## src/rtl/ahb_bus_arbiter.sv

```systemverilog
// AHB-lite arbiter: registered one-hot grant, combinational address/control mux, HREADY-tracked HWDATA mux.
// Request to grant takes 1 cycle when re-arbitrable; HREADY=0, SEQ/BUSY beats or HLOCK freeze the grant.
`ifndef AHB_ADDR_WIDTH
`define AHB_ADDR_WIDTH 32
`endif
`ifndef AHB_DATA_WIDTH
`define AHB_DATA_WIDTH 32
`endif

module ahb_bus_arbiter #(
  parameter int NUM_MST   = 2,
  parameter int MST_IDX_W = 2
) (
  input  logic                               HCLK,
  input  logic                               HRESETn,
  input  logic [NUM_MST-1:0]                 m_hbusreq,
  input  logic [NUM_MST-1:0]                 m_hlock,
  input  logic [2*NUM_MST-1:0]               m_htrans,
  input  logic [`AHB_ADDR_WIDTH*NUM_MST-1:0] m_haddr,
  input  logic [NUM_MST-1:0]                 m_hwrite,
  input  logic [3*NUM_MST-1:0]               m_hsize,
  input  logic [3*NUM_MST-1:0]               m_hburst,
  input  logic [4*NUM_MST-1:0]               m_hprot,
  input  logic [`AHB_DATA_WIDTH*NUM_MST-1:0] m_hwdata,
  output logic [NUM_MST-1:0]                 m_hgrant,
  input  logic                               HREADY,
  output logic [1:0]                         HTRANS,
  output logic [`AHB_ADDR_WIDTH-1:0]         HADDR,
  output logic                               HWRITE,
  output logic [2:0]                         HSIZE,
  output logic [2:0]                         HBURST,
  output logic [3:0]                         HPROT,
  output logic [`AHB_DATA_WIDTH-1:0]         HWDATA,
  output logic [MST_IDX_W-1:0]               HMASTER,
  output logic                               HMASTLOCK
);

  localparam int AW = `AHB_ADDR_WIDTH;
  localparam int DW = `AHB_DATA_WIDTH;
  localparam logic [1:0] TR_IDLE = 2'b00;
  localparam logic [1:0] TR_BUSY = 2'b01;
  localparam logic [1:0] TR_SEQ  = 2'b11;

  generate
    if (NUM_MST < 2 || NUM_MST > 4 || (2**MST_IDX_W) < NUM_MST) begin : g_param_err
      $error("ahb_bus_arbiter: NUM_MST must be 2..4 and fit in MST_IDX_W bits");
    end
  endgenerate

  logic [NUM_MST-1:0]   grant_q, grant_d;
  logic [MST_IDX_W-1:0] rr_ptr_q, rr_ptr_d;
  logic [MST_IDX_W-1:0] data_owner_q;
  logic [MST_IDX_W-1:0] owner;
  logic                 owner_req;
  logic                 owner_lock;
  logic [1:0]           owner_trans;
  logic                 rearb;
  logic [NUM_MST-1:0]   cand;
  logic                 found;
  int                   pick;

  // Address-phase mux, one-hot select on the registered grant.
  always_comb begin
    owner       = '0;
    owner_req   = 1'b0;
    owner_lock  = 1'b0;
    owner_trans = TR_IDLE;
    HADDR       = '0;
    HWRITE      = 1'b0;
    HSIZE       = '0;
    HBURST      = '0;
    HPROT       = '0;
    for (int i = 0; i < NUM_MST; i++) begin
      if (grant_q[i]) begin
        owner       = MST_IDX_W'(i);
        owner_req   = m_hbusreq[i];
        owner_lock  = m_hlock[i];
        owner_trans = m_htrans[2*i +: 2];
        HADDR       = m_haddr[i*AW +: AW];
        HWRITE      = m_hwrite[i];
        HSIZE       = m_hsize[3*i +: 3];
        HBURST      = m_hburst[3*i +: 3];
        HPROT       = m_hprot[4*i +: 4];
      end
    end
    HTRANS    = owner_req ? owner_trans : TR_IDLE;
    HMASTER   = owner;
    HMASTLOCK = owner_lock;
  end

  always_comb begin
    HWDATA = '0;
    for (int i = 0; i < NUM_MST; i++) begin
      if (data_owner_q == MST_IDX_W'(i)) HWDATA = m_hwdata[i*DW +: DW];
    end
  end

  // Raw owner HTRANS is used so a burst is never split, even if busreq drops early.
  assign rearb = HREADY && (owner_trans != TR_SEQ) && (owner_trans != TR_BUSY) && !owner_lock;

  always_comb begin
    cand     = m_hbusreq & ~grant_q;
    if (cand == '0) cand = m_hbusreq;
    grant_d  = grant_q;
    rr_ptr_d = rr_ptr_q;
    found    = 1'b0;
    pick     = 0;
    if (rearb && (|m_hbusreq)) begin
      if (cand[1] && !m_hbusreq[0]) begin
        pick  = 1;
        found = 1'b1;
      end
      for (int off = 0; off < NUM_MST; off++) begin
        for (int j = 0; j < NUM_MST; j++) begin
          if (!found && cand[j] && (j == (int'(rr_ptr_q) + off) % NUM_MST)) begin
            pick  = j;
            found = 1'b1;
          end
        end
      end
      for (int j = 0; j < NUM_MST; j++) grant_d[j] = (j == pick);
      rr_ptr_d = MST_IDX_W'((pick + 1) % NUM_MST);
    end
  end

  always_ff @(posedge HCLK) begin
    if (!HRESETn) begin
      grant_q      <= NUM_MST'(1);
      rr_ptr_q     <= '0;
      data_owner_q <= '0;
    end else begin
      grant_q  <= grant_d;
      rr_ptr_q <= rr_ptr_d;
      if (HREADY) data_owner_q <= owner;
    end
  end

  assign m_hgrant = grant_q;

endmodule

```

## config.mk

```make
export PLATFORM = sky130hd
export DESIGN_NAME = ahb_bus_arbiter
export DESIGN_NICKNAME = d
export VERILOG_FILES = /design/src/rtl/ahb_bus_arbiter.sv
export SDC_FILE = /design/constraint.sdc
export NUM_CORES = 1
export LEC_CHECK = 0
export ABC_AREA = 1
export CORE_AREA = 2 2 94 96
export CTS_CLUSTER_SIZE = 40
export DETAILED_ROUTE_END_ITERATION = 16
export DIE_AREA = 0 0 96 98
export MAX_ROUTING_LAYER = met4
export SYNTH_ARGS = -nofsm -noshare
export SYNTH_HDL_FRONTEND = slang
export SYNTH_SLANG_ARGS = --single-unit
```

## constraint.sdc

```tcl
create_clock -name HCLK -period 2.9 [get_ports HCLK]
set_clock_uncertainty 0.05 [all_clocks]
set_input_delay 0.58 -clock HCLK [delete_from_list [all_inputs] [get_ports HCLK]]
set_output_delay 0.58 -clock HCLK [all_outputs]
set_load 0.03 [all_outputs]
```

# Word level (Yosys, flattened, before mapping)
# Cells that the tools add are included.
# Widths: inputs -> output; s select.
dict set report op_classes {
  n_addsub 2
  multipliers 0
  n_div 0
  n_lt_le_gt_ge 0
  eq_ne 5
  shifts 0
  muxes 35
  bitwise_logic 3
  reduce_logical 25
}
# cell n
set ops {}
lappend ops {{$mux 32} 9}
lappend ops {{$logic_not 32->1} 3}
lappend ops {{$eq 2x32->1 const A} 1}
lappend ops {{$mux 1} 16}
lappend ops {{$logic_and 1x1->1} 13}
lappend ops {{$mux 3} 4}
lappend ops {{$mux 2} 4}
lappend ops {{$mux 4} 2}
lappend ops {{$logic_not 1->1} 6}
lappend ops {{$logic_not 2->1} 2}
lappend ops {{$add 1x1->1 const B} 2}
lappend ops {{$and 2x2->2} 1}
lappend ops {{$eq 2x1->1 const B} 1}
lappend ops {{$eq 2x2->1 const A} 1}
lappend ops {{$ne 2x1->1 const B} 1}
lappend ops {{$ne 2x2->1 const B} 1}
lappend ops {{$not 2->2} 1}
lappend ops {{$reduce_or 2->1} 1}
lappend ops {{$and 1x1->1 const A} 1}
dict set report word_totals {
  ff_bits 5
  latch_bits 0
  mem_bits_rw 0
  romBits 0
  in_bits 161
  output_inout_bits 82
  mem_count 0
}

# Logic depth before layout (Yosys ltp)
# Gate-level depths: netlist of run 1.
dict set report logic_depth {
  ltp_word 29
  mapped_depth 8
  mapped_depth_nobuf 8
}

# Worst setup path before layout of run 1
# OpenSTA, ideal clock, no wires.
dict set report synth_timing {
  path_type {register to output}
  start {reg grant_q[1] (netlist: m_hgrant[1])}
  end {out HTRANS[1]}
  arrival_ns 1.379
  required_time_ns 2.270
  path_slack_ns 0.891
  path_stages_with_launch 4
  path_cell_list {dfxtp_1 -> buf_4 -> a22oi_2 -> nor2_1}
}
dict set report synth_between {
  elab_chain_cells 2
  elab_cells_between_ends 3
}
# item line
set synth_lines {}
lappend synth_lines {{start, declared} 50} ;# logic [NUM_MST-1:0] grant_q, grant_d;
lappend synth_lines {{start signal, assigned} 132} ;# grant_q <= grant_d;
lappend synth_lines {{$mux 2 / $mux 1 (equally long branches)} 74} ;# if (grant_q[i]) begin
lappend synth_lines {{$mux 2 (*)} 86} ;# HTRANS = owner_req ? owner_trans : TR_IDLE;
lappend synth_lines {{end, declared} 27} ;# output logic [1:0] HTRANS,
# Mark *: on every way between the ends. The rest lies on a longest branch, timed or not.

# Worst setup path in the final report of run 1
dict set report layout_timing {
  start {reg data_owner_q[0]}
  end {out HWDATA[11]}
}
dict set report layout_between {
  elab_chain_cells 3
  elab_cells_between_ends 4
}
# item line
set layout_lines {}
lappend layout_lines {{start, declared} 52} ;# logic [MST_IDX_W-1:0] data_owner_q;
lappend layout_lines {{start signal, assigned} 134} ;# if (HREADY) data_owner_q <= owner;
lappend layout_lines {{$logic_not 2->1} 94} ;# if (data_owner_q == MST_IDX_W'(i)) HWDATA = m_hwdata[i*DW +: DW];
lappend layout_lines {{$mux 32} 94}
lappend layout_lines {{$mux 32 (*)} 94}
lappend layout_lines {{end, declared} 33} ;# output logic [`AHB_DATA_WIDTH-1:0] HWDATA,
# Marks and branches as above.

==> results of run 1 <==
-- synthesized netlist by cell type (2+ instances only) --
library cell  count  share of area, %
dfxtp_1           4               7.0
nor2_1            6               2.0
buf_4             5               3.3
inv_2             3              0.98
o21ai_0           2              0.88
mux2_2           32                32
inv_1             4               1.3
buf_6             5               4.9
nand2_1          11               3.6
a22o_1           43                33
buf_2             4               1.8
clkbuf_4          2               1.3
nand3_1           4               1.8
-- logic make-up after synthesis --
family	after synthesis
buf+inv	23
compound gates	51
mux	32
simple gates	24
other cells	1
flops	4
-- worst reg2reg max path: stages, from the launching register on --
cell and delay [ns]:
dfxtp_2 0.45, buf_4 0.43, nand2_1 0.13, a21boi_2 0.18, nand2_1 0.10, nand2_1 0.07
a21oi_2 0.12
-- cell type report --
| cell class | count | area [sq um] |
|---|---|---|
| inverters | 7 | 26.3 |
| fillers | 838 | 4910 |
| clock buffers | 3 | 41.3 |
| repair buffers | 245 | 2360 |
| multi-input cells | 108 | 908 |
| well taps | 108 | 135 |
| flip-flops and latches | 4 | 81.3 |
-- layout by cell type (no fill, tap or decap) --
cell             Yosys  routed
buf_4                5      47
o21ai_1              1       1
inv_2                3       3
conb_1               1       1
nor2_2               1       1
nand2_2              1       1
nor2_1               6       6
a22oi_2              1       1
nand2_1             11      11
clkbuf_8             0       3
clkdlybuf4s50_1      0     195
nor2_4               1       1
a21oi_1              1       1
a21oi_2              1       1
dfxtp_1              4       3
a21boi_2             1       1
dfxtp_2              0       1
a22o_1              43      43
inv_1                4       4
mux2_2              32      32
a22oi_1              1       1
o21ai_0              2       2
buf_12               0       3
nand3_1              4       4
-- metal layers --
| layer | track usage (%) | up-vias |
|---|---|---|
| met2 | 25.6 | 127 |
| met3 | 3.47 | 4 |
| li1 | - | 982 |
| met5 | - | - |
| met1 | 13.8 | 877 |
| met4 | 2.09 | 0 |
-- sequential cells by signal, summed over array words and instances (netlist names) --
name and flops:
data_owner_q 1, m_hgrant 2, rr_ptr_q 1
-- power by group --
part           internal [mW]  switching, mW
Clock                 0.0884         0.0285
Combinational          0.488          0.467
Sequential            0.0600        0.00623
Total                  0.636          0.502
-- worst paths after layout --
path | from | end | slack, ns | cells after the start
worst max-delay path | data_owner_q[0] | HWDATA[11] | 0.37 | 3
worst min-delay path | rr_ptr_q[0] | rr_ptr_q[0] | 0.42 | 2
worst max register to register | m_hgrant[1] | rr_ptr_q[0] | 1.31 | 6
worst min register to register | rr_ptr_q[0] | rr_ptr_q[0] | 0.42 | 2
-- stage by stage --
| stage | util (%) | hold slack (ns) |
|---|---|---|
| floorplan | - | 0.401 |
| global placement | 41.5 | 0.419 |
| detailed placement | 41.5 | 0.422 |
| CTS | 42.0 | 0.428 |
| global route | 42.0 | 0.455 |
| finish | 42.0 | 0.422 |
==> summary by stage, run 1 <==
Synth
The share of flip-flops with an asynchronous set or reset after synthesis is 0%. After synthesis, the largest family of logic cells by area is compound AO/OA/AOI/OAI gates. The total of warnings raised by yosys is 0. The portion of synthesized area spent on multiplexers is between 30% and 40%. The number of register bits inferred by synthesis is 4. Of the total synthesized cell area, the portion taken by AND, OR, NAND and NOR gates is under 10%. The compound-cell area share of the yosys netlist is 38.2%.

In the synthesized netlist the dominant register cell turns out to be dfxtp_1. The cell area that synthesis handed to floorplanning was 1140 sq um. A synthesized cell averages 8.47 sq um.

The synthesized netlist devotes 0% of its cell area to adder and majority cells. In this run, synthesis inferred 0 flip-flops with an integrated enable. The xor/xnor share of the synthesized area is 0%. The share of synthesized area occupied by flip-flops and latches is ~7%. In the synthesized netlist, the number of instances is approximately 140. In this run, distinct cell masters in the synthesized netlist total 23. The number of nets produced by synthesis is roughly 300.

STA
Setup repair after global routing left no endpoint under its margin. Setup violations remaining at the end of the flow were counted as 0. The post-route minimum period is approximately 2.5 ns.

The worst setup slack after layout is ~0.37 ns. The final setup TNS is 0 ns. The number of hold violations in the final report came to 0. The final number of max-transition violations is 0. The post-route clock period utilization is just under 90%. Based on the critical path, the design can be clocked at up to around 390 MHz.

Detailed routing
The remaining antenna violation count is 0. For this block, the via count after detailed routing is 1,990. In the final routed layout, each cell accounts on average for between 10 and 15 um.

The detailed-router iteration count before antenna repair is 4. The met2 wirelength from detailed routing is ~3600 um. Dividing the detail-routed via count by the number of cells gives roughly 4.2. The highest routing layer actually used is met4.

The first routing iteration left 38 violations. The wire length after detailed routing is around 6900 um. The routed metal-1 wirelength is roughly 2300 um. In the detailed route, the total length drawn on met3 is ~850 um. The DRC violations left is 0.

Min path
The kind of path behind the tightest hold check is flop to flop.

Critical path
Traced cell by cell, the critical path runs through buf_4 -> mux2_2 -> clkdlybuf4s50_1. The element type at the critical path start is a flop. The cell type group with the largest total delay on the critical path is buffers and inverters. The worst setup path is captured at an output port. The required time at the worst-slack endpoint is 2.27 ns. Along the worst path, the maximum fanout reaches 33. Together, buffers and inverters on the worst path number 2. The data arrival at the endpoint of the critical path is 1.90 ns. The worst-path cell with the longest stage delay is clkdlybuf4s50_1. The longest individual stage delay on the worst path is a little over 0.6 ns.

The setup path with the least slack is of type flop to output port.

Global route
The first-pass GRT wire length is ~9900 um. The global-route congestion overflow total is 0. The largest net degree at the start of global routing is between 40 and 50. The global routing usage summed across all routing layers is a little over an eighth. The number of global-route vias before repair is 1,994. The initial antenna violation count came to 0.

Clocking
Buffers added to address setup during post-CTS repair amount to 0. For the worst-skew pair, the clock arrives at the later sink with an insertion delay of approximately 0.22 ns. The clock tree from TritonCTS is done.

The number of gates resized after CTS was 0. The TritonCTS buffer count is 3. Clock tree synthesis found a total of 4 sinks. After clock tree synthesis, the clock-pin slew on the worst setup and hold paths is roughly 0.030 ns. The longest clock path from root to sink contains 2 buffers. The count of hold buffers inserted by post-cts repair is 0. CTS built an H-tree with a depth of 1.

The buffer cell driving the clock tree root is clkbuf_8.

Floorplan
The floorplan has 34 rows. The die covers between 9000 and 10,000 sq um. The region available for standard cell placement spans 8470 sq um.

The die is around 100 um tall. The starting density of the core is a little over an eighth. The count of boundary I/O pins is 243. In this run the horizontal extent of the chip is around 96 um.

Final layout
The share of post-route cells with drive strength above 1 is ~26%. The number of cells in the finished layout apart from fillers is between 400 and 500. The count of inserted antenna diode cells is 0. The area growth from synthesis to final layout is 211%. The number of nets in the layout is 530. After routing the design area is roughly 3600 sq um.

Placed design
Once placement finished, the instance area stood at roughly 3500 sq um. The number of buffers added on ports is 241. The final weighted congestion of routability-driven global placement is about 0.77. The sum of net half-perimeters after detailed placement is approximately 6000 um. The setup slack after placement is roughly 0.4 ns. The cell total after placement is between 400 and 500.

Pwr
The power density over cell area is 320 nW/um^2. The leakage power figure is ~1.5 nW. The worst-case IR drop observed on VDD is ~200 uV. The power consumption is 1.14 mW.

Flow run
The max-cap check violation count is 0.

Status
The run finished with clean final reports.
No activity file was read; power rests on OpenSTA's default activity.
==> inputs of run 2 (changes only) <==
--- a/config.mk
+++ b/config.mk
@@ -11,6 +11,7 @@
 export DETAILED_ROUTE_END_ITERATION = 16
 export DIE_AREA = 0 0 96 98
 export MAX_ROUTING_LAYER = met4
+export SLEW_MARGIN = 0
 export SYNTH_ARGS = -nofsm -noshare
 export SYNTH_HDL_FRONTEND = slang
 export SYNTH_SLANG_ARGS = --single-unit
==> results of run 2 <==
No change in the layout: final DEF, timing and power equal those of run 1.
==> RTL change (config.mk and constraints of run 2) <==
Change the macro `AHB_DATA_WIDTH` from 32 to 24.
--- a/src/rtl/ahb_bus_arbiter.sv
+++ b/src/rtl/ahb_bus_arbiter.sv
@@ -4,7 +4,7 @@
 `define AHB_ADDR_WIDTH 32
 `endif
 `ifndef AHB_DATA_WIDTH
-`define AHB_DATA_WIDTH 32
+`define AHB_DATA_WIDTH 24
 `endif
 
 module ahb_bus_arbiter #(
Interface: changed (resized HWDATA and m_hwdata); port bits go from 243 to 219. The function was not compared with the original's and may differ.
==> RTL change against run 2 <==
  * Sequential cell count is the same
  * Total power shrank 5.4%
  * Area after synthesis shrank 8.3%
  * Via count shrank 8.2%
  * Setup slack gained 0.029 ns
  * Maximum frequency grew 1.2%
  * Sequential share of layout area grew 0.21 points
  * Wire length shrank 13%
  * Final area shrank 8.4%
  * Critical path depth is the same
  * Critical endpoint is now HWDATA[3]
  * Largest cell class unchanged
==> RTL change: results (changes against run 2) <==
* First-pass GRT wire length at 8.20 mm (was 9.92 mm)
* P_sw at 471 uW (was 502 uW)
* Cell variety after synth at 23 (unchanged)
* CTS H-Tree Depth at 1 (unchanged)
* DP Wirelength at 5.11 mm (was 5.95 mm)
* Placer Congestion at 0.721 (was 0.769)
* Initial antenna violation count at 0 (unchanged)
* Top cells by area, synth: a22o_1 (36%), mux2_2 (26%), dfxtp_1 (7.6%) (was a22o_1 (33%), mux2_2 (32%), dfxtp_1 (7.0%))
* Power Combinational at 897 uW (was 955 uW)
* Maximum vdd ir drop at 0.000366 V (was 0.000200 V)
* Pleak at 1.42 nW (was 1.53 nW)
* CP max FO at 1 (was 33)
* Yosys warning total at 0 (unchanged)
* Synth Area in Compound Gates at 0.416 (was 0.382)
* Status: completed (unchanged)
* Largest net degree at the start of global routing at 47 (was 45)
* Seq/Total Area, Yosys at 0.0764 (was 0.0700)
* Clk_lat worst skew at 0.21 ns
* First-pass DRT Iterations at 4 (unchanged)
* Antenna diode count at 0 (unchanged)
* Vias per std cell at 4.13 (was 4.19)
* CTS clk-pin slew, worst paths at 0.03 ns (about the same)
* Multiplexer share of the synthesized area at 0.258 (was 0.315)
* Power share of the clock group at 0.106 (was 0.103)
* Final-layout fill cell count at 864 (was 838)
* Port bufs at 217 (was 241)
* HP Class: flop to flop (unchanged)
* Crit path DAT at 1.87 ns (was 1.90 ns)
* Mapped Nets at 271 (was 296)
* Synth Area in Adders at 0 (unchanged)
* Drt wl/cell at 13.5 um (was 14.5 um)
* Total GRT Usage at 0.110 (was 0.135)
* Commonest cells in the netlist: a22o_1 (43), mux2_2 (24), nand2_1 (11) (was a22o_1 (43), mux2_2 (32), nand2_1 (11))
* Vias in the first global route at 1754 (was 1994)
* Number of buffers created by CTS at 3 (unchanged)
* WHS Path Cells at 2 (unchanged)
* Post-CTS sizing at 0 (unchanged)
* Cells on worst reg2reg path at 8 (was 6)
* Root buffer cell: clkbuf_8 (unchanged)
* Post-CTS Setup Inserts at 0 (unchanged)
* CTS max path bufs at 2 (unchanged)
* Iter 0 DRT Violations at 16 (was 38)
* Max FFs per register at 2 (unchanged)
* Top FF cell, synth: dfxtp_1 (unchanged)
* FFs w/ async S/R, synth at 0 (unchanged)
* Nets at 481 (was 530)
* Fraction of layout cells with a size suffix above 1 at 0.257 (was 0.259)
* Post-synthesis xor/xnor area fraction at 0 (unchanged)
[RTL change: cell types whose count changed in the layout (fill, tap and decap cells not counted), sizes merged]
cell           before  now
clkdlybuf4s50     195  171
mux2               32   24
buf                50   49
[RTL change: cell families (layout without fill, tap and decap cells)]
group           Yosys count  in the layout
compound gates           51             51
mux                      24             24
simple gates             24             24
buf+inv                  22            230
flops                     4              4
other cells               1              1
[RTL change: path summary, 6_finish.rpt]
check / start / end / slack, ns
max: m_hwdata[27] / HWDATA[3] / 0.40
min: rr_ptr_q[0] / rr_ptr_q[0] / 0.43
max reg2reg: m_hgrant[0] / m_hgrant[0] / 1.53
min reg2reg: rr_ptr_q[0] / rr_ptr_q[0] / 0.43
[RTL change: metal layers]
layer	global-route usage	routed length [um]	up-vias
met2	0.217	3130	114
li1	-	-	895
met3	0.0255	688	0
met5	-	0	-
met4	0.00659	0	0
met1	0.112	2130	817
[RTL change: per-stage QoR]
stage	instances	total power, mW	instance area (um^2)	setup WS (ns)
floorplan	126	0.536	1050	0.891
global placement	439	0.968	3220	0.394
detailed placement	439	0.971	3220	0.386
CTS	442	1.09	3260	0.380
global route	442	1.14	3260	0.359
finish	442	1.08	3260	0.397
[RTL change: critical path: stages]
cell and delay [ns]:
clkdlybuf4s50_1 0.46, mux2_2 0.14, clkdlybuf4s50_1 0.69
[RTL change: final cells by class]
class | instances | area, um^2 | area share
Timing Repair Buffer | 220 | 2150 | 0.662
Multi-Input combinational cell | 100 | 818 | 0.251
Inverter | 7 | 26.3 | 0.00807
Sequential cell | 4 | 81.3 | 0.0250
Clock buffer | 3 | 41.3 | 0.0127
Tap cell | 108 | 135 | 0.0415
